## src/rtl/osd_pkg.sv

```systemverilog
// Shared definitions for the OSD string renderer.
//   - screen, atlas and descriptor size constants
//   - FSM state encoding
//   - overlay pixel record {x, y, color, on}
//   - on_screen(): visibility test on wide screen coordinates
package osd_pkg;

  localparam int STRING_LENGTH = 60;
  localparam int CHAR_ENCODING = 12;
  localparam int DATA_WIDTH    = 24;
  localparam int PAGES         = 2;
  localparam int PNG_W         = 64;
  localparam int PNG_H         = 64;
  localparam int CHAR_SPACING  = 1;
  localparam int SCREEN_W      = 640;
  localparam int SCREEN_H      = 480;

  localparam int X_W    = $clog2(SCREEN_W);
  localparam int Y_W    = $clog2(SCREEN_H);
  localparam int CC_W   = $clog2(STRING_LENGTH);
  localparam int ADDR_W = $clog2(PAGES * PNG_W * PNG_H);

  // Wide coordinate width: cursor (X_W+1 bits) plus a full descriptor-sized
  // offset cannot overflow this.
  localparam int POS_W = CHAR_ENCODING + 1;

  typedef enum logic [2:0] {
    IDLE,
    FETCH,
    LATCH,
    DRAW,
    NEXT,
    FLUSH
  } state_t;

  typedef struct packed {
    logic [X_W-1:0]        x;
    logic [Y_W-1:0]        y;
    logic [DATA_WIDTH-1:0] color;
    logic                  on;
  } pix_t;

  function automatic logic on_screen(input logic [POS_W-1:0] x,
                                     input logic [POS_W-1:0] y);
    return (x < POS_W'(SCREEN_W)) && (y < POS_W'(SCREEN_H));
  endfunction

endpackage

```

## src/rtl/osd_glyph_walker.sv

```systemverilog
// Row/column walker over one glyph in the font atlas.
// Ports:
//   clk, rst      clock, asynchronous active-high reset
//   load          capture a new glyph (base address, width, length)
//   base          glyph top-left atlas address
//   width, length glyph size in columns / rows
//   step          one atlas read was issued this cycle; advance to next pixel
//   row, col      position of the pixel whose address is on addr
//   addr          atlas read address (held when step is low)
//   more          at least one pixel of the glyph still to be issued
module osd_glyph_walker
  import osd_pkg::*;
(
  input  logic                     clk,
  input  logic                     rst,
  input  logic                     load,
  input  logic [ADDR_W-1:0]        base,
  input  logic [CHAR_ENCODING-1:0] width,
  input  logic [CHAR_ENCODING-1:0] length,
  input  logic                     step,
  output logic [CHAR_ENCODING-1:0] row,
  output logic [CHAR_ENCODING-1:0] col,
  output logic [ADDR_W-1:0]        addr,
  output logic                     more
);

  localparam logic [ADDR_W-1:0] ROW_STRIDE = ADDR_W'(PNG_W);

  logic [CHAR_ENCODING-1:0] w_q;
  logic [CHAR_ENCODING-1:0] l_q;
  logic [ADDR_W-1:0]        row_base;

  always_ff @(posedge clk or posedge rst) begin
    if (rst) begin
      w_q      <= '0;
      l_q      <= '0;
      row      <= '0;
      col      <= '0;
      addr     <= '0;
      row_base <= '0;
      more     <= 1'b0;
    end else if (load) begin
      w_q      <= width;
      l_q      <= length;
      row      <= '0;
      col      <= '0;
      addr     <= base;
      row_base <= base;
      more     <= (width != '0) && (length != '0);
    end else if (step && more) begin
      if (col == w_q - 1'b1) begin
        col <= '0;
        if (row == l_q - 1'b1) begin
          more <= 1'b0;
        end else begin
          row      <= row + 1'b1;
          row_base <= row_base + ROW_STRIDE;
          addr     <= row_base + ROW_STRIDE;
        end
      end else begin
        col  <= col + 1'b1;
        addr <= addr + 1'b1;
      end
    end
  end

endmodule

```

## src/rtl/osd_string_renderer.sv

```systemverilog
// OSD string renderer: steps through the characters of a string, fetches
// each glyph descriptor, walks the glyph in the pattern ROM and emits one
// overlay pixel per cycle over a valid/ready handshake.
// Ports:
//   clk, rst                 clock, asynchronous active-high reset
//   start, str_len           render request (ignored while busy), char count
//   origin_x, origin_y       top-left of first glyph, sampled on start
//   char_count, enable_start descriptor ROM index and enable
//   char_width, char_length, pattern_addr, char_color   descriptor fields
//   pat_rd_addr, pat_rd_data pattern ROM port (synchronous, 1-cycle latency)
//   pix_valid, pix_ready     pixel handshake
//   pix_x, pix_y, pix_color, pix_on   pixel payload
//   busy, done               status; done pulses once per string
// Build option: OSD_TRANSPARENT_SKIP_EN drops pattern-0 pixels instead of
// emitting them with pix_on = 0.
//
// state | meaning
// IDLE  | waiting for start
// FETCH | char_count on descriptor ROM address
// LATCH | descriptor valid; capture it and load the walker
// DRAW  | issue atlas reads and stream pixels
// NEXT  | advance cursor and character index
// FLUSH | wait for the final pixel to be accepted
module osd_string_renderer
  import osd_pkg::*;
(
  input  logic                     clk,
  input  logic                     rst,
  input  logic                     start,
  input  logic [CC_W-1:0]          str_len,
  input  logic [X_W-1:0]           origin_x,
  input  logic [Y_W-1:0]           origin_y,
  output logic [CC_W-1:0]          char_count,
  output logic                     enable_start,
  input  logic [CHAR_ENCODING-1:0] char_width,
  input  logic [CHAR_ENCODING-1:0] char_length,
  input  logic [ADDR_W-1:0]        pattern_addr,
  input  logic [DATA_WIDTH-1:0]    char_color,
  output logic [ADDR_W-1:0]        pat_rd_addr,
  input  logic                     pat_rd_data,
  output logic                     pix_valid,
  input  logic                     pix_ready,
  output logic [X_W-1:0]           pix_x,
  output logic [Y_W-1:0]           pix_y,
  output logic [DATA_WIDTH-1:0]    pix_color,
  output logic                     pix_on,
  output logic                     busy,
  output logic                     done
);

  localparam logic [POS_W-1:0] CUR_MAX = POS_W'((1 << (X_W + 1)) - 1);

  state_t                   state;
  logic [CC_W-1:0]          str_len_q;
  logic [Y_W-1:0]           oy_q;
  logic [X_W:0]             cursor;
  logic [CHAR_ENCODING-1:0] glyph_w;
  logic [DATA_WIDTH-1:0]    color_q;
  pix_t                     pix_q;

  // Single in-flight read slot. s1_live: data is on pat_rd_data this cycle;
  // otherwise it was parked in s1_bit because the output was stalled.
  logic           s1_vld;
  logic           s1_live;
  logic           s1_bit;
  logic           s1_clip;
  logic [X_W-1:0] s1_x;
  logic [Y_W-1:0] s1_y;

  logic [CHAR_ENCODING-1:0] w_row;
  logic [CHAR_ENCODING-1:0] w_col;
  logic                     w_more;

  logic             load_en;
  logic             bit_now;
  logic             drop;
  logic             consume;
  logic             step;
  logic             glyph_end;
  logic             last_char;
  logic [POS_W-1:0] nx;
  logic [POS_W-1:0] ny;
  logic [POS_W-1:0] adv;

  assign load_en = !pix_valid || pix_ready;
  assign bit_now = s1_live ? pat_rd_data : s1_bit;

`ifdef OSD_TRANSPARENT_SKIP_EN
  assign drop = s1_clip || !bit_now;
`else
  assign drop = s1_clip;
`endif

  // Dropped pixels never touch the output register, so they retire even
  // while the output is stalled.
  assign consume   = s1_vld && (load_en || drop);
  assign step      = (state == DRAW) && w_more && (!s1_vld || consume);
  assign glyph_end = (state == DRAW) && !w_more && (!s1_vld || consume);
  assign last_char = (char_count + 1'b1) == str_len_q;

  assign nx  = POS_W'(cursor) + POS_W'(w_col);
  assign ny  = POS_W'(oy_q) + POS_W'(w_row);
  assign adv = POS_W'(cursor) + POS_W'(glyph_w) + POS_W'(CHAR_SPACING);

  osd_glyph_walker u_walker (
    .clk    (clk),
    .rst    (rst),
    .load   (state == LATCH),
    .base   (pattern_addr),
    .width  (char_width),
    .length (char_length),
    .step   (step),
    .row    (w_row),
    .col    (w_col),
    .addr   (pat_rd_addr),
    .more   (w_more)
  );

  always_ff @(posedge clk or posedge rst) begin
    if (rst) begin
      s1_vld  <= 1'b0;
      s1_live <= 1'b0;
      s1_bit  <= 1'b0;
      s1_clip <= 1'b0;
      s1_x    <= '0;
      s1_y    <= '0;
    end else if (step) begin
      s1_vld  <= 1'b1;
      s1_live <= 1'b1;
      s1_clip <= !on_screen(nx, ny);
      s1_x    <= nx[X_W-1:0];
      s1_y    <= ny[Y_W-1:0];
    end else if (consume) begin
      s1_vld  <= 1'b0;
      s1_live <= 1'b0;
    end else if (s1_live) begin
      s1_live <= 1'b0;
      s1_bit  <= pat_rd_data;
    end
  end

  always_ff @(posedge clk or posedge rst) begin
    if (rst) begin
      pix_valid <= 1'b0;
      pix_q     <= '0;
    end else if (load_en) begin
      pix_valid <= consume && !drop;
      if (consume && !drop) begin
        pix_q.x     <= s1_x;
        pix_q.y     <= s1_y;
        pix_q.color <= color_q;
        pix_q.on    <= bit_now;
      end
    end
  end

  always_ff @(posedge clk or posedge rst) begin
    if (rst) begin
      state      <= IDLE;
      str_len_q  <= '0;
      oy_q       <= '0;
      cursor     <= '0;
      glyph_w    <= '0;
      color_q    <= '0;
      char_count <= '0;
      done       <= 1'b0;
    end else begin
      done <= 1'b0;
      case (state)
        IDLE: begin
          if (start) begin
            str_len_q  <= str_len;
            oy_q       <= origin_y;
            cursor     <= {1'b0, origin_x};
            char_count <= '0;
            state      <= (str_len == '0) ? FLUSH : FETCH;
          end
        end
        FETCH: state <= LATCH;
        LATCH: begin
          glyph_w <= char_width;
          color_q <= char_color;
          state   <= (char_width == '0 || char_length == '0) ? NEXT : DRAW;
        end
        DRAW: begin
          if (glyph_end) state <= NEXT;
        end
        NEXT: begin
          // Saturate: an off-screen cursor only has to stay off-screen.
          cursor <= (adv > CUR_MAX) ? CUR_MAX[X_W:0] : adv[X_W:0];
          if (last_char) begin
            if (load_en) begin
              state <= IDLE;
              done  <= 1'b1;
            end else begin
              state <= FLUSH;
            end
          end else begin
            char_count <= char_count + 1'b1;
            state      <= FETCH;
          end
        end
        FLUSH: begin
          if (load_en) begin
            state <= IDLE;
            done  <= 1'b1;
          end
        end
        default: state <= IDLE;
      endcase
    end
  end

  assign enable_start = (state == FETCH) || (state == LATCH) || (state == DRAW);
  assign busy         = (state != IDLE);
  assign pix_x        = pix_q.x;
  assign pix_y        = pix_q.y;
  assign pix_color    = pix_q.color;
  assign pix_on       = pix_q.on;

endmodule

```

## config.mk

```make
export PLATFORM = sky130hd
export DESIGN_NAME = osd_string_renderer
export DESIGN_NICKNAME = d
export VERILOG_FILES = /design/src/rtl/osd_pkg.sv /design/src/rtl/osd_glyph_walker.sv /design/src/rtl/osd_string_renderer.sv
export SDC_FILE = /design/constraint.sdc
export NUM_CORES = 1
export LEC_CHECK = 0
export BUFFER_PORTS_ARGS = -buffer_cell sky130_fd_sc_hd__clkbuf_2
export CORE_ASPECT_RATIO = 0.6
export CORE_MARGIN = 2
export CORE_UTILIZATION = 30
export CTS_CLUSTER_DIAMETER = 40
export DETAILED_ROUTE_END_ITERATION = 7
export PLACE_DENSITY_LB_ADDON = 0.12
export SYNTH_ARGS = -nofsm -noshare
export SYNTH_HDL_FRONTEND = slang
export SYNTH_SLANG_ARGS = --single-unit
export TNS_END_PERCENT = 50
```

## constraint.sdc

```tcl
create_clock -name clk -period 15.78 [get_ports clk]
set_input_delay 0.789 -clock clk [delete_from_list [all_inputs] [get_ports clk]]
set_output_delay 0.789 -clock clk [all_outputs]
set_load 0.02 [all_outputs]
```

==> Word level (Yosys, flattened, before mapping) <==
Index checks and enable logic that the tools add are counted.
{ "word_totals": {"out_inout_bits": 67, "register_bits": 203, "in_bits": 91, "elab_cells": 135} }
{ "classes": {"reduce_logical": 41, "muxes": 39, "add_sub_neg": 11, "eq_ne": 14, "n_lt_le_gt_ge": 3, "bitwise_logic": 2} }
{ "ops": {"columns": ["cell", "n"], "rows": [
  ["two-way mux 13 bit", 7],
  ["two-way mux 12 bit", 7],
  ["adder 11 x 12 -> 13 bit", 2],
  ["adder 13 x 1 -> 13 bit (second input constant)", 2],
  ["adder 12 x 1 -> 12 bit (second input constant)", 2],
  ["== test 12 bit", 2],
  ["logical NOT 12 bit", 2],
  ["nonzero test 12 bit", 2],
  ["subtractor 12 x 1 -> 12 bit (second input constant)", 2],
  ["two-way mux 11 bit", 2],
  ["one-hot mux 11 bit (2 select lines)", 1],
  ["two-way mux 3 bit", 7],
  ["one-hot mux 3 bit (6 select lines)", 1],
  ["adder 13 x 7 -> 13 bit (second input constant)", 1],
  ["adder 9 x 12 -> 13 bit", 1],
  ["> comparator 13 x 11 -> 1 bit (second input constant)", 1],
  ["< comparator 13 x 10 -> 1 bit (second input constant)", 1],
  ["< comparator 13 x 9 -> 1 bit (second input constant)", 1],
  ["two-way mux 6 bit", 2],
  ["one-hot mux 6 bit (2 select lines)", 1],
  ["AND reduction 3 bit", 4],
  ["two-way mux 1 bit", 10],
  ["AND reduction 2 bit", 5],
  ["nonzero test 2 bit", 5],
  ["16 further kinds", 39]
]} }

==> Depth between registers and ports, before layout <==
Gate-level depths: netlist of the first run.
{ "depth": {"depth_word": 9, "depth_mapped": 13, "ltp_nobuf": 12} }

==> Cells and area by module <==
From an unflattened synthesis of the first run, not the netlist that was laid out.
{ "hier_totals": {"cells_unflattened": 1162, "hier_area_um2": 11770.0} }
{ "by_module_without_submodules": {"columns": ["mod", "area_each_um2", "seq_area_each_um2", "cells_each", "n_inst"], "rows": [
  ["osd_string_renderer", 7031.7, 3503.4, 655, 1],
  ["osd_glyph_walker", 4738.3, 1876.8, 507, 1]
]} }

==> Worst setup path after synthesis of the first run <==
Ideal clock, no wire load.
{ "synth_path": {"path_kind": "reg-to-reg", "startpoint": "register u_walker.w_q[0]", "endpoint": "register u_walker.addr[10]", "n_path_buf": 2, "t_required_ns": 15.652, "setup_time_ns": 0.128, "arrival_ns": 2.863, "path_stages_with_launch": 13, "setup_slack_ns": 12.789, "synth_period_minus_slack_ns": 2.991, "cell_sequence": "dfrtp_1 inv_1 ha_1 nor3b_1 nand2_1 xnor2_1 nor4_1 and3_1 buf_2 a21oi_2 nor2_2 buf_6 mux2_1"} }
{ "synth_via": {"elab_chain_cells": 5, "elab_cells_between_ends": 7, "classes_between": "1 x add/sub; 2 x eq/ne; 3 x mux; 1 x reduce/logical"} }
{ "synth_rtl": {"columns": ["item", "line_no", "rtl"], "rows": [
  ["start: declaration", "osd_glyph_walker.sv:29", "logic [CHAR_ENCODING-1:0] w_q;"],
  ["start signal: assignment", "osd_glyph_walker.sv:43", "w_q <= width;"],
  ["subtractor 12 x 1 -> 12 bit *", "osd_glyph_walker.sv:51", "if (col == w_q - 1'b1) begin"],
  ["== test 12 bit *", "osd_glyph_walker.sv:51", null],
  ["two-way mux 13 bit", "osd_glyph_walker.sv:51", null],
  ["two-way mux 13 bit", "osd_glyph_walker.sv:50", "end else if (step && more) begin"],
  ["two-way mux 13 bit", "osd_glyph_walker.sv:42", "end else if (load) begin"],
  ["end signal: assignment", "osd_glyph_walker.sv:47", "addr <= base;"],
  ["end signal: assignment", "osd_glyph_walker.sv:58", "addr <= row_base + ROW_STRIDE;"],
  ["end signal: assignment", "osd_glyph_walker.sv:62", "addr <= addr + 1'b1;"],
  ["end: declaration", "osd_glyph_walker.sv:23", "output logic [ADDR_W-1:0] addr,"]
]} }
Every way passes the cells marked *; elsewhere a longest branch is shown, timed or not. The select of a mux whose other input is x is not followed.
A chain may end at the register's enable or synchronous reset.

==> Final worst setup path of the first run <==
{ "layout_path": {"startpoint": "register u_walker.w_q[0]", "endpoint": "register u_walker.addr[12]"} }
Same word-level chain as after synthesis.

==> flow_metrics.env, run 1 <==
export IMPL_status="finished clean"
export IMPL_cts_max_path_buffers=3
export IMPL_rows=54
export IMPL_place_congestion=0.824
export IMPL_htree_num_levels=2
export IMPL_cellPowerDensity_mw_per_mm2=215
export IMPL_ys_seq_elements=203
export IMPL_synthTopCellsByCount="296 x nand2_1, 203 x dfrtp_1, 70 x o21ai_0"
export IMPL_synth_avg_cell_area_um2=9.27
export IMPL_drc=0
export IMPL_post_cts_buffers=0
export IMPL_cp_cell_sequence="inv_1, ha_1, nor3b_1, nand2_1, xnor2_1, nor4_1, and3_1, a21oi_2, nor2_2, mux2_2"
export IMPL_io_buffers=157
export IMPL_seqPwrFrac_pct=32.4
export IMPL_synth_edf_count=0
export IMPL_slew_violations=0
export IMPL_required_ns=16.18
export IMPL_hold_viol=0
export IMPL_path_delay_family="simple AND/OR/NAND/NOR gates"
export IMPL_cpMaxStageDelayCell="and3_1"
export IMPL_synth_most_common_cell="nand2_1"
export IMPL_fp_coreArea_mm2=0.0367
export IMPL_ys_top_cells_by_area="dfrtp_1 45%, nand2_1 9.9%, mux2_2 4.9%, ha_1 4.2%, xnor2_1 3.7%"
export IMPL_critPathLaunchType="register"
export IMPL_regToRegEndpoint="u_walker.addr[12]"
export IMPL_syn_nets=1347
export IMPL_cts_buffers=34
export IMPL_ys_seq_area_share_pct=45.1
export IMPL_first_pass_iters=5
export IMPL_diodes=0
export IMPL_cp_arrival_ns=4.54
export IMPL_tightest_slew_ns=1.01
export IMPL_worstSkewPairLatency_ns=0.52
export IMPL_p_leak_nw=6.45
export IMPL_end_kind="register"
export IMPL_grt_pass1_vias=9035
export IMPL_ant_nets=0
export IMPL_holdBufCountCts=0
export IMPL_routed_wl_mm=33.0
export IMPL_fmax_mhz=242
export IMPL_drt_iter0_markers=592
export IMPL_ys_types=73
export IMPL_area_delta_synth_final_pct=21.8
export IMPL_max_slew_margin_rel_pct=32.5
export IMPL_setup_viol=0
export IMPL_skew_ns=0.0169
export IMPL_die_h_um=154
export IMPL_r2r_start="u_walker.w_q[0]"
export IMPL_via_per_inst=4.91
export IMPL_syn_inst=1215
export IMPL_cts_sinks=203
export IMPL_vias=9291
export IMPL_irDropWorstVdd_uv=108
export IMPL_initial_core_util_pct=30.7
export IMPL_synth_top_area_share_pct=45.1
export IMPL_finalNetCount=1497
export IMPL_ios=158
export IMPL_swShare_pct=41.1
export IMPL_grt_pass1_wl_mm=52.8
export IMPL_grt_ovfl_total=0
export IMPL_netSwitchingPower_mw=1.21
export IMPL_ctsResizeCount=0
export IMPL_clockRootBuffer="clkbuf_16"
export IMPL_antenna_found_initial=0
export IMPL_min_path_type="in2async"
export IMPL_cp_buffers_inverters=1
export IMPL_fin_crit_ns=4.13
export IMPL_drv_cap=0
export IMPL_yosysTopAreaCell="dfrtp_1"
export IMPL_wl_per_cell_um=17.4
export IMPL_async_flop_share_pct=100
export IMPL_p_int_mw=1.73
export IMPL_max_stage_delay_ns=0.69
export IMPL_r2r_cells=10
export IMPL_p_clk_share_pct=26.1
export IMPL_drive_gt1_share_pct=21.6
export IMPL_grt_usage_pct=17.2
export IMPL_combPwrFrac_pct=41.5
export IMPL_clkTransAtPathRegs_ns=0.05
export IMPL_post_route_period_util_pct=26.2
export IMPL_detailedPlacementHpwl_mm=23.6
export IMPL_yosys_warnings=0
export IMPL_netlist_area_mm2=0.0113
export IMPL_die_area_mm2=0.0392
export IMPL_fin_tns_setup_ns=0
export IMPL_n_fill_cell=3794
export IMPL_regToRegSetupSlack_ns=11.65
export IMPL_finalPower_mw=2.95
export IMPL_cts_tree="yes"
export IMPL_crit_type="reg2reg"
export IMPL_synth_main_ff_cell="dfrtp_1"
export IMPL_rsz0062_at_grt="false"
export IMPL_crit_fanout=16
export IMPL_grt_max_degree=76
export IMPL_die_w_um=254
sequential cells by signal, indices dropped and copies added (netlist names), 3 cells and up:
register,cells
char_count,6
color_q,24
cursor,11
oy_q,9
pix_color,24
pix_x,10
pix_y,9
s1_x,10
s1_y,9
state,3
str_len_q,6
u_walker.addr,13
u_walker.col,12
u_walker.l_q,12
u_walker.row,12
u_walker.row_base,13
u_walker.w_q,12
cells in the final DEF (no fill, tap or decap), drive strengths merged, types with 21 or more instances in the layout:
| cell | netlist | routed |
|---|---|---|
| mux2 | 56 | 56 |
| nor4 | 21 | 21 |
| xor2 | 30 | 30 |
| clkbuf | 44 | 203 |
| nor3 | 25 | 25 |
| nor2 | 58 | 58 |
| ha | 38 | 38 |
| nand3 | 29 | 29 |
| inv | 29 | 34 |
| a21oi | 42 | 42 |
| nand2 | 296 | 296 |
| dfrtp | 203 | 203 |
| xnor2 | 48 | 48 |
| o21ai | 73 | 73 |
worst register-to-register path, stage by stage, from the launching register on:
cell	delay, ns
dfrtp_1	0.43
inv_1	0.12
ha_1	0.20
nor3b_1	0.57
nand2_1	0.15
xnor2_1	0.16
nor4_1	0.60
and3_1	0.70
a21oi_2	0.17
nor2_2	0.53
mux2_2	0.41
layout make-up:
class | instances | area [um^2] | share of cell area, %
Clock buffer | 46 | 977 | 7.12
Clock inverter | 12 | 195 | 1.42
Inverter | 29 | 116 | 0.848
Multi-Input combinational cell | 926 | 5840 | 42.5
Sequential cell | 203 | 5080 | 37.0
Tap cell | 504 | 631 | 4.59
Timing Repair Buffer | 171 | 891 | 6.49
worst max-delay path by stage:
| stage | startpoint | to | slack (ns) | depth (start not counted) |
|---|---|---|---|---|
| floorplan | rst | char_count[0] | 9.45 | 1 |
| global placement | u_walker.w_q[1] | u_walker.addr[12] | 11.89 | 10 |
| detailed placement | u_walker.w_q[1] | u_walker.addr[12] | 11.67 | 10 |
| CTS | u_walker.w_q[1] | u_walker.addr[12] | 11.69 | 10 |
| global route | u_walker.w_q[0] | u_walker.addr[12] | 11.30 | 10 |
| finish | u_walker.w_q[0] | u_walker.addr[12] | 11.65 | 10 |
power groups by stage:
stage          clock [mW]  sequential, mW  combinational [mW]
2_1_floorplan           0           0.972               0.845
3_3_place_gp            0           0.959                1.22
3_5_place_dp            0           0.964                1.23
4_1_cts             0.794           0.957                1.24
5_1_grt             0.817           0.992                1.38
6_report            0.770           0.954                1.22
through the flow:
| stage | setup WS (ns) | hold WS, ns | util, % | cell area [um^2] | instances |
|---|---|---|---|---|---|
| CTS | 11.69 | 0.333 | 37.4 | 13700 | 1891 |
| finish | 11.65 | 0.298 | 37.4 | 13700 | 1891 |
| floorplan | 9.45 | 0.435 | - | 11300 | 1215 |
| detailed placement | 11.67 | 0.459 | 34.2 | 12600 | 1833 |
| global placement | 11.89 | 0.452 | 34.2 | 12600 | 1833 |
| global route | 11.30 | 0.342 | 37.4 | 13700 | 1891 |
metal layers:
metal  GRT usage (%)  wire length (um)
met4            3.47               456
met5               0                 0
met1            27.0             17600
met3            3.17              1420
met2            24.1             13500
cells by family (layout without fill, tap and decap cells):
logic type / count (synthesis) / after routing / share of synthesized area [%]
and+or+nand+nor: 527 / 527 / 22.0
AOI/OAI and AO/OA: 205 / 205 / 11.6
DFF: 203 / 203 / 45.1
buffers and inverters: 86 / 258 / 3.21
xor gates and xnor gates: 78 / 78 / 6.06
muxes: 75 / 75 / 7.28
adders and majority gates: 41 / 41 / 4.75
(Power assumes the default switching activity.)
==> run 2: changes to the inputs <==
==> constraint.sdc (replaced) <==
create_clock -name clk -period 4.1 [get_ports clk]
set_input_delay 0.205 -clock clk [delete_from_list [all_inputs] [get_ports clk]]
set_output_delay 0.205 -clock clk [all_outputs]
set_load 0.02 [all_outputs]
==> flow_metrics.env, run 2 (same netlist as run 1, synthesis figures left out) <==
export IMPL_cts_buffers=37
export IMPL_clkTransAtPathRegs_ns=0.05
export IMPL_grt_util_met1_pct=26.2
export IMPL_post_cts_buffers=0
export IMPL_place_congestion=0.852
export IMPL_htree_num_levels=2
export IMPL_layout_commonest_cell="nand2_1"
export IMPL_whs_ns=0.0283
export IMPL_ant_nets=0
export IMPL_cellPowerDensity_mw_per_mm2=788
export IMPL_p_leak_nw=6.89
export IMPL_met3_usage_pct=3.10
export IMPL_die_w_um=254
export IMPL_drc=0
export IMPL_r2r_start="u_walker.w_q[0]"
export IMPL_tightest_slew_ns=0.844
export IMPL_routed_wl_mm=33.3
export IMPL_hold_viol=0
export IMPL_critPathLaunchType="register"
export IMPL_max_slew_margin_rel_pct=43.7
export IMPL_pre_cts_slack_ns=0.254
export IMPL_slew_violations=0
export IMPL_setup_viol=0
export IMPL_worstSkewPairLatency_ns=0.52
export IMPL_grt_pass1_wl_mm=53.5
export IMPL_cts_tree="yes"
export IMPL_regToRegEndpoint="u_walker.addr[11]"
export IMPL_first_pass_iters=5
export IMPL_io_buffers=157
export IMPL_fp_coreArea_mm2=0.0367
export IMPL_drv_cap=0
export IMPL_cp_buffers_inverters=1
export IMPL_cts_sinks=203
export IMPL_initial_core_util_pct=30.7
export IMPL_fin_tns_setup_ns=0
export IMPL_worstSetupEndpoint="u_walker.addr[11]"
export IMPL_top_usage_layer="met1"
export IMPL_grt_met2_usage_pct=25.5
export IMPL_die_area_mm2=0.0392
export IMPL_post_route_period_util_pct=89.8
export IMPL_final_cell_mix="294 x nand2_1, 203 x dfrtp_1, 157 x clkbuf_2"
export IMPL_hold_depth=3
export IMPL_crit_fanout=12
export IMPL_required_ns=4.50
export IMPL_status="finished clean"
export IMPL_antenna_found_initial=0
export IMPL_setup_ws_ns=0.417
export IMPL_regToRegSetupSlack_ns=0.42
export IMPL_die_h_um=154
export IMPL_grt_max_degree=76
export IMPL_finalNetCount=1590
export IMPL_fin_crit_ns=3.68
export IMPL_ios=158
export IMPL_cpMaxStageDelayCell="nor3b_1"
export IMPL_cts_max_path_buffers=3
export IMPL_drt_iter0_markers=563
export IMPL_clockRootBuffer="clkbuf_16"
export IMPL_grt_pass1_vias=9532
export IMPL_rows=54
export IMPL_drive_gt1_share_pct=21.1
export IMPL_crit_cells=10
export IMPL_r2r_cells=10
export IMPL_cp_arrival_ns=4.09
export IMPL_grt_usage_pct=17.3
export IMPL_startpoint="u_walker.w_q[0]"
export IMPL_rsz0062_at_grt="false"
export IMPL_path_delay_family="simple AND/OR/NAND/NOR gates"
export IMPL_irDropWorstVdd_uv=263
export IMPL_grt_ovfl_total=0
export IMPL_min_path_type="in2reg"
export IMPL_vias=9599
export IMPL_max_stage_delay_ns=0.52
export IMPL_via_per_inst=4.82
export IMPL_n_fill_cell=3682
export IMPL_crit_type="reg2reg"
export IMPL_end_kind="register"
export IMPL_detailedPlacementHpwl_mm=23.6
export IMPL_diodes=0
export IMPL_wl_per_cell_um=16.8
export IMPL_area_delta_synth_final_pct=31.1
export IMPL_skew_ns=0.0252
export IMPL_fmax_mhz=272
export IMPL_cp_cell_sequence="inv_1, ha_1, nor3b_1, nand2_1, xnor2_1, nor4_2, and3_1, a21oi_2, nor2_2, mux2_2"
run 2: cell count changes in the layout (fill, tap and decap cells not counted), moves of 2 or more:
cell	change
clkinv_2	+2
clkbuf_16	+3
inv_6	-3
clkbuf_8	-2
clkinv_4	+7
clkinvlp_4	+2
buf_12	+2
dlygate4sd3_1	+87
run 2: final cells by class:
cell class	count	area, um^2	share of cell area [%]
multi-input combinational	926	5850	39.6
sequential	203	5080	34.4
timing repair buffer	261	1810	12.2
clock buffer	47	1020	6.93
tap	504	631	4.27
clock inverter	20	274	1.85
inverter	29	113	0.762
run 2: how the worst min path moves through the flow:
| stage | start | slack (ns) | endpoint |
|---|---|---|---|
| final | pix_ready | 0.03 | done |
| after global routing | pix_ready | 0.04 | done |
| after CTS | pix_ready | 0.01 | done |
| after detailed placement | rst | 0.32 | color_q[20] |
| after global placement | rst | 0.33 | pix_color[20] |
| after floorplan | char_color[0] | 0.31 | color_q[0] |
run 2: per-stage QoR:
| step | area (um^2) | utilization [%] | power (mW) | cells |
|---|---|---|---|---|
| finish | 14800 | 40.3 | 11.7 | 1990 |
| global placement | 12600 | 34.3 | 8.40 | 1836 |
| global route | 14800 | 40.3 | 12.6 | 1990 |
| CTS | 14800 | 40.3 | 11.8 | 1990 |
| floorplan | 11300 | - | 7.00 | 1215 |
| detailed placement | 12600 | 34.3 | 8.44 | 1836 |
run 2: per-layer routing:
| layer | share of wire (%) | vias to the layer above |
|---|---|---|
| met5 | 0 | - |
| met4 | 1.4 | 0 |
| met3 | 3.4 | 37 |
| met2 | 42 | 141 |
| met1 | 53 | 4662 |
| li1 | - | 4759 |
run 2: what timing repair did:
item,4_1_cts,5_1_grt
endpoints found under the hold margin,109,0
hold buffers,87,0
endpoints found under the setup margin,0,9
gates resized for setup,0,1
run 2: worst min-delay path, stage by stage:
cell and delay (ns):
clkbuf_2 0.09, nor2b_1 0.09, nor2_1 0.11
run 2: power breakdown:
part | leakage (nW) | switching [mW] | internal, mW | total [mW]
Combinational | 3.73 | 2.79 | 1.95 | 4.74
Clock | 0.626 | 1.11 | 2.10 | 3.21
Sequential | 2.54 | 0.845 | 2.85 | 3.70
Total | 6.89 | 4.74 | 6.91 | 11.7
==> run 3: changes to the inputs <==
--- a/config.mk
+++ b/config.mk
@@ -5,14 +5,15 @@
 export SDC_FILE = /design/constraint.sdc
 export NUM_CORES = 1
 export LEC_CHECK = 0
-export BUFFER_PORTS_ARGS = -buffer_cell sky130_fd_sc_hd__clkbuf_2
 export CORE_ASPECT_RATIO = 0.6
 export CORE_MARGIN = 2
 export CORE_UTILIZATION = 30
 export CTS_CLUSTER_DIAMETER = 40
 export DETAILED_ROUTE_END_ITERATION = 7
+export DONT_BUFFER_PORTS = 1
 export PLACE_DENSITY_LB_ADDON = 0.12
 export SYNTH_ARGS = -nofsm -noshare
 export SYNTH_HDL_FRONTEND = slang
+export SYNTH_HIERARCHICAL = 1
 export SYNTH_SLANG_ARGS = --single-unit
 export TNS_END_PERCENT = 50
==> flow_metrics.env, run 3 <==
export IMPL_cts_buffers=38
export IMPL_fin_tns_setup_ns=0
export IMPL_min_path_type="in2reg"
export IMPL_layout_commonest_cell="dfrtp_1"
export IMPL_netlist_area_mm2=0.0118
export IMPL_n_fill_cell=3889
export IMPL_drive_gt1_share_pct=16.5
export IMPL_drv_cap=0
export IMPL_cts_max_path_buffers=3
export IMPL_top_usage_layer="met1"
export IMPL_p_leak_nw=6.35
export IMPL_max_stage_delay_ns=0.58
export IMPL_antenna_found_initial=0
export IMPL_crit_fanout=21
export IMPL_syn_inst=1162
export IMPL_synth_most_common_cell="dfrtp_1"
export IMPL_required_ns=4.54
export IMPL_synthTopCellsByCount="215 x dfrtp_1, 171 x nand2_1, 105 x mux2_2"
export IMPL_grt_pass1_wl_mm=53.9
export IMPL_die_area_mm2=0.0409
export IMPL_setup_viol=0
export IMPL_wl_per_cell_um=18.9
export IMPL_hold_viol=0
export IMPL_grt_max_degree=98
export IMPL_end_kind="register"
export IMPL_finalNetCount=1391
export IMPL_detailedPlacementHpwl_mm=24.1
export IMPL_ys_seq_elements=215
export IMPL_multi_input_area_mm2=0.00608
export IMPL_die_w_um=260
export IMPL_cts_tree="yes"
export IMPL_grt_ovfl_total=0
export IMPL_max_slew_margin_rel_pct=37.1
export IMPL_crit_type="reg2reg"
export IMPL_yosysTopAreaCell="dfrtp_1"
export IMPL_clockRootBuffer="clkbuf_16"
export IMPL_post_route_period_util_pct=81.5
export IMPL_worstSkewPairLatency_ns=0.54
export IMPL_clkTransAtPathRegs_ns=0.05
export IMPL_whs_ns=0.0523
export IMPL_cpMaxStageDelayCell="or4_1"
export IMPL_io_buffers=0
export IMPL_syn_nets=1294
export IMPL_yosys_warnings=6
export IMPL_cp_arrival_ns=3.79
export IMPL_skew_ns=0.0213
export IMPL_ant_nets=0
export IMPL_async_flop_share_pct=100
export IMPL_die_h_um=157
export IMPL_routed_wl_mm=34.1
export IMPL_hold_depth=3
export IMPL_ys_types=84
export IMPL_place_congestion=0.802
export IMPL_rsz0062_at_grt="false"
export IMPL_synth_main_ff_cell="dfrtp_1"
export IMPL_ys_top_cells_by_area="dfrtp_1 46%, mux2_2 10%, nand2_1 5.5%, ha_1 4.0%, o21ai_0 2.8%"
export IMPL_cellPowerDensity_mw_per_mm2=783
export IMPL_r2r_cells=10
export IMPL_grt_met2_usage_pct=23.1
export IMPL_initial_core_util_pct=30.3
export IMPL_ys_seq_area_share_pct=45.7
export IMPL_area_delta_synth_final_pct=23.5
export IMPL_fin_crit_ns=3.34
export IMPL_synth_top_area_share_pct=45.7
export IMPL_first_pass_iters=4
export IMPL_diodes=0
export IMPL_cts_sinks=215
export IMPL_fmax_mhz=299
export IMPL_synth_edf_count=0
export IMPL_vias=8975
export IMPL_irDropWorstVdd_uv=356
export IMPL_via_per_inst=4.96
export IMPL_synth_avg_cell_area_um2=10.1
export IMPL_htree_num_levels=2
export IMPL_grt_util_met1_pct=26.5
export IMPL_cp_cell_sequence="inv_1, ha_1, nor2b_1, or3_1, a31o_1, nor4_4, nand4_4, a22o_1, or4_1, a21oi_1"
export IMPL_ios=158
export IMPL_rows=56
export IMPL_seq_area_mm2=0.00538
export IMPL_met3_usage_pct=4.03
export IMPL_grt_usage_pct=17.0
export IMPL_tightest_slew_ns=0.944
export IMPL_critPathLaunchType="register"
export IMPL_fp_coreArea_mm2=0.0389
export IMPL_final_cell_mix="215 x dfrtp_1, 171 x nand2_1, 105 x mux2_2"
export IMPL_final_util_pct=37.4
export IMPL_status="finished clean"
export IMPL_drc=0
export IMPL_drt_iter0_markers=611
export IMPL_grt_pass1_vias=8830
export IMPL_slew_violations=0
run 3: layout make-up:
type | instances | share of cell area, %
multi-input cells | 865 | 41.8
flip-flops and latches | 215 | 37.0
inverters | 36 | 0.964
clock inverters | 26 | 1.86
repair buffers | 103 | 6.92
well taps | 522 | 4.49
clock buffers | 43 | 6.95
run 3: cells by family (layout without fill, tap and decap cells):
logic type / Yosys count / after routing / synth area share, %
compound gates: 218 / 218 / 12.0
buf+inv: 82 / 208 / 2.80
xor+xnor: 68 / 68 / 5.06
fa+ha+maj: 41 / 41 / 4.55
mux: 128 / 128 / 12.1
simple gates: 410 / 410 / 17.8
flops: 215 / 215 / 45.7
run 3: final timing paths:
check	start	end	slack, ns
setup / recovery	u_walker/w_q[0]	u_walker/row[11]	0.76
hold / removal	pattern_addr[10]	u_walker/row_base[10]	0.05
setup reg to reg	u_walker/w_q[0]	u_walker/row[11]	0.76
hold reg to reg	s1_y[1]	s1_y[1]	0.47
max in group asynchronous	rst	glyph_w[6]	2.89
min in group asynchronous	rst	u_walker/l_q[3]	0.19
run 3: power by group:
part           switching (mW)  internal [mW]
logic                    2.12           1.89
clock network            1.21           1.98
registers                1.17           3.01
run 3: worst max-delay path: cells and delay by family, from the launching register on:
family / cells / cell delay [ns]
AO/OA/AOI/OAI: 3 / 0.89
adder cells (fa/ha/maj): 1 / 0.23
AND/OR/NAND/NOR: 5 / 1.65
buffers and inverters: 1 / 0.07
flip-flops: 1 / 0.40
run 3: through the flow:
| stage | instance area, um^2 | power [mW] | worst slack [ns] | instances |
|---|---|---|---|---|
| after floorplan | 11800 | 7.06 | 0.142 | 1162 |
| after CTS | 14500 | 11.5 | 0.735 | 1810 |
| final | 14500 | 11.4 | 0.760 | 1810 |
| after global routing | 14500 | 12.2 | 0.501 | 1810 |
| after global placement | 12400 | 8.15 | 0.796 | 1653 |
| after detailed placement | 12400 | 8.18 | 0.763 | 1653 |
run 3: what timing repair did:
action,in CTS,in global routing
setup buffers,0,0
endpoints found under the hold margin,235,0
resized for setup,0,0
hold buffers,88,0
run 3: per-layer routing:
metal	wire, um	part of all wire (%)	up-vias
li1	-	-	4384
met1	18200	53	4378
met2	13600	40	174
met3	1820	5.3	39
met4	458	1.3	0
met5	0	0	-
